$ cat src/rtl/hazard_unit.sv
// Pipeline hazard controller: load-use bubble sequencing, taken-branch flush,
// data-memory freeze, and a saturating stall-cycle counter.
module hazard_unit #(
  parameter int unsigned REG_ADDR_W   = 5,
  parameter int unsigned LOAD_BUBBLES = 1,
  parameter int unsigned CNT_W        = 16
) (
  input  logic                  clk,
  input  logic                  reset,
  input  logic [REG_ADDR_W-1:0] idRs,
  input  logic [REG_ADDR_W-1:0] idRt,
  input  logic                  idUsesRs,
  input  logic                  idUsesRt,
  input  logic                  exMemRead,
  input  logic [REG_ADDR_W-1:0] exRd,
  input  logic                  exBranchTaken,
  input  logic                  memBusy,
  input  logic                  statClear,
  output logic                  pcWrite,
  output logic                  ifIdWrite,
  output logic                  idExWrite,
  output logic                  holdControl,
  output logic                  ifIdFlush,
  output logic                  idExFlush,
  output logic                  pipeFreeze,
  output logic [CNT_W-1:0]      stallCount
);

  typedef enum logic {
    RUN,
    LOAD_STALL
  } state_e;

  // Bubbles still owed after the hazard cycle itself.
  localparam logic [1:0] REMAIN_INIT  = 2'(LOAD_BUBBLES - 1);
  localparam bit         MULTI_BUBBLE = (LOAD_BUBBLES > 1);

  state_e           state_q, state_d;
  logic [1:0]       remain_q, remain_d;
  logic [CNT_W-1:0] count_q, count_d;
  logic             load_use;

  assign load_use = exMemRead && (exRd != '0) &&
                    ((idUsesRs && (idRs == exRd)) || (idUsesRt && (idRt == exRd)));

  // NOTE: every output and next-state signal gets a default before the
  // priority chain, so no path through this block can infer a latch.
  always_comb begin
    state_d     = state_q;
    remain_d    = remain_q;
    pcWrite     = 1'b1;
    ifIdWrite   = 1'b1;
    idExWrite   = 1'b1;
    holdControl = 1'b0;
    ifIdFlush   = 1'b0;
    idExFlush   = 1'b0;
    pipeFreeze  = 1'b0;

    if (reset) begin
      pcWrite     = 1'b0;
      ifIdWrite   = 1'b0;
      idExWrite   = 1'b0;
      holdControl = 1'b1;
      pipeFreeze  = 1'b1;
    end else if (memBusy) begin
      // Freeze: state and remaining bubble count are held untouched.
      pcWrite    = 1'b0;
      ifIdWrite  = 1'b0;
      idExWrite  = 1'b0;
      pipeFreeze = 1'b1;
    end else if (exBranchTaken) begin
      ifIdFlush   = 1'b1;
      idExFlush   = 1'b1;
      holdControl = 1'b1;
      state_d     = RUN;
      remain_d    = 2'd0;
    end else if ((state_q == LOAD_STALL) || load_use) begin
      pcWrite     = 1'b0;
      ifIdWrite   = 1'b0;
      holdControl = 1'b1;
      if (state_q == RUN) begin
        if (MULTI_BUBBLE) begin
          state_d  = LOAD_STALL;
          remain_d = REMAIN_INIT;
        end
      end else begin
        remain_d = remain_q - 2'd1;
        if (remain_q <= 2'd1) begin
          state_d = RUN;
        end
      end
    end
  end

  always_comb begin
    count_d = count_q;
    if (statClear) begin
      count_d = '0;
    end else if (!pcWrite && (count_q != '1)) begin
      count_d = count_q + 1'b1;
    end
  end

  // NOTE: state registers use non-blocking assignments so every flop samples
  // the pre-edge value of its neighbours.
  always_ff @(posedge clk or posedge reset) begin
    if (reset) begin
      state_q  <= RUN;
      remain_q <= 2'd0;
      count_q  <= '0;
    end else begin
      state_q  <= state_d;
      remain_q <= remain_d;
      count_q  <= count_d;
    end
  end

  assign stallCount = count_q;

endmodule

$ cat config.mk
export PLATFORM = sky130hd
export DESIGN_NAME = hazard_unit
export DESIGN_NICKNAME = d
export VERILOG_FILES = /design/src/rtl/hazard_unit.sv
export SDC_FILE = /design/constraint.sdc
export NUM_CORES = 1
export LEC_CHECK = 0
export ABC_AREA = 1
export BUFFER_PORTS_ARGS = -buffer_cell sky130_fd_sc_hd__buf_2
export CORE_ASPECT_RATIO = 1.1
export CORE_MARGIN = 2
export CORE_UTILIZATION = 25
export CTS_BUF_LIST = sky130_fd_sc_hd__clkbuf_4
export CTS_CLUSTER_DIAMETER = 150
export CTS_CLUSTER_SIZE = 30
export DETAILED_ROUTE_END_ITERATION = 8
export PLACE_DENSITY = 0.43
export SLEW_MARGIN = 20
export SYNTH_ARGS = -nofsm -noshare
export SYNTH_HDL_FRONTEND = slang
export SYNTH_SLANG_ARGS = --single-unit
$ cat constraint.sdc
create_clock -name clk -period 1.95 [get_ports clk]
set_clock_uncertainty 0.05 [all_clocks]
set_input_delay 0.39 -clock clk [delete_from_list [all_inputs] [get_ports clk]]
set_output_delay 0.39 -clock clk [all_outputs]
set_load 0.01 [all_outputs]
==> reports/results.ini <==
[outcome]
status = complete, no violations

[critical_path]
arrival_ns = 1.35
worstReg2RegStart = stallCount[0]
rr_worst_depth = 8
ff2ff_setup_slack_ns = 0.21
required_ns = 1.51
path_class = in -> out
critical_path.endpoint_type = output port
critical_path.max_fanout = 4
start_kind = input port
rr_endpoint = stallCount[6]

[floorplanning]
fp.dieW_um = 79.5
dieArea_sq_mm = 0.00693
initial_core_util_pct = 25.6
die_height_um = 87.1
core_area_sq_mm = 0.00612
fp-row-count = 30
ios = 46

[synthesis]
synthArstFlopShare_pct = 100
yosysSeqAreaShare_pct = 30.3
synth.cell_area_sq_mm = 0.00157
synthTopCellsByArea = dfrtp_1 (30%), nand2_1 (14%), nor2_1 (9.1%)
synth.most_common_cell = nand2_1
ys_types = 27
ys.warnings.count = 0
syn-instance-count = 234
synth_ff_type = dfrtp_1
synthTopCellsByCount = nand2_1 (57), nor2_1 (38), nand3_1 (26)
syn_area_per_cell_sq_um = 6.71
synth_top_area_cell = dfrtp_1
netlist.area_leader.share_pct = 30.3
synth_edf_count = 0
synth_fp_nets = 259
ys_ff_latch = 19

[timing]
worst_pin_slew_ns = 0.260
final_hold_viol_count = 0
rsz0062_at_grt = false
setup-violations-final = 0
finalCriticalPeriod_ns = 1.79
fmax_mhz = 559
fin_tns_setup_ns = 0
fin_hold_ws_ns = 0.0723
fin_crit_sh_pct = 91.7
max_slew_margin_pct = 82.6
drv_slew = 0

[drt]
antenna_left = 0
vias_per_cell = 4.31
drc_errors = 0
dr.pass1.iters = 3
dr_total_vias = 1565
wl_um = 3930
avgRoutedWirePerCell_um = 10.8
drt-initial-drc-count = 19

[placed_design]
gp_congestion = 0.761
dp_hpwl_um = 3150
portBuffers = 45

[power]
p_total_uw = 866
p_leak_nw = 1.07
peakVddDrop_mv = 0.292
power_density_mw_per_mm2 = 448

[final_layout]
drive_gt1_share_pct = 32.2
layout.nets = 309
post-route-util_pct = 31.6
area_growth_pct = 23.3
diodes = 0

[global_routing]
busiest_layer = met2
grt_max_degree = 20
grtUsageTotal_pct = 12.6
grtUsageMet2_pct = 22.8
grt_pass1_wl_um = 7080
grt.met1_usage_pct = 15.7
grt_use_met3_pct = 2.18
antenna_found_initial = 0
overflow = 0
grt_pass1_vias = 1578

[clocking]
clock_latency_ns = 0.31
numCtsBuffers = 3
postCtsSetupBuffers = 0
clockBufferDepth = 2
cts_root_buf = clkbuf_4
cts_sinks = 19
clkTransAtPathRegs_ns = 0.13
cts_resized = 0
htreeDepth = 1
cts_hold_buffers = 0
cts_tree = done

[min_path]
worst_hold_path_type = in -> async

[job]
drv_cap = 0

[critical path, stage by stage]
cell,delay [ns]
buf_2,0.08
inv_1,0.06
nand2_1,0.06
nand2_1,0.04
nor2_1,0.11
nand3_1,0.08
nand2_1,0.09
nand2_2,0.07
nand2_1,0.07
nor2_2,0.04
o21ai_1,0.10
buf_2,0.14
[cell type report]
cell class              instances  area, sq um
repair buffers                 52          290
inverters                      31          116
well taps                      80          100
clock inverters                 1         5.00
flip-flops and latches         19          475
multi-input cells             177          925
fillers                       720         4180
clock buffers                   3         22.5
[through the flow]
step                      cell area [sq um]  instances  setup WS, ns
after floorplan                        1570        234        0.0903
after global placement                 1900        359        0.0888
after detailed placement               1900        359        0.0941
after CTS                              1930        363        0.0971
after global routing                   1930        363        0.0246
final                                  1930        363         0.163
[placed cells by master (no fill, tap or decap), drive strengths merged]
cell type	instances
dfrtp	19
inv	30
o31ai	1
clkbuf	3
a21oi	1
buf	52
nand4	4
o21ai	4
nand3	27
nor3b	1
nor3	4
nor4	1
o21a	1
xor2	12
nand2	80
nor2	38
clkinv	2
ha	2
xnor2	1
[cells by family after synthesis]
kind of cell             after synthesis  synth area share, %
AO/OA/AOI/OAI                          7                 2.55
AND/OR/NAND/NOR                      155                 47.4
buffers and inverters                 38                 10.9
flip-flops                            19                 30.3
adder cells (fa/ha/maj)                2                 1.59
XOR/XNOR                              13                 7.26
[state kept, by name, summed over array words and instances (netlist names)]
| register | count |
|---|---|
| stallCount | 16 |
| remain_q | 2 |
| state_q | 1 |
[worst max-delay path by stage]
| stage | start | endpoint | slack (ns) | depth (start not counted) |
|---|---|---|---|---|
| final | exRd[2] | holdControl | 0.16 | 12 |
| after global routing | exRd[2] | holdControl | 0.02 | 12 |
| after CTS | exRd[2] | holdControl | 0.1 | 10 |
| after detailed placement | exRd[2] | holdControl | 0.09 | 10 |
| after global placement | exRd[2] | holdControl | 0.09 | 10 |
| after floorplan | reset | pcWrite | 0.09 | 6 |
[power by group]
group          total (mW)  switching, mW  leakage (nW)  internal (mW)
registers           0.435         0.0198         0.260          0.415
logic               0.217          0.127         0.792         0.0891
clock network       0.215          0.139        0.0177         0.0764
[routing by layer]
| metal | share of wire, % | vias up | routed length, um |
|---|---|---|---|
| met5 | 0 | - | 0 |
| met4 | 0.46 | 0 | 18 |
| met3 | 5.3 | 2 | 207 |
| met2 | 48 | 32 | 1880 |
| met1 | 46 | 712 | 1820 |
| li1 | - | 819 | - |
(Power assumes the default switching activity.)
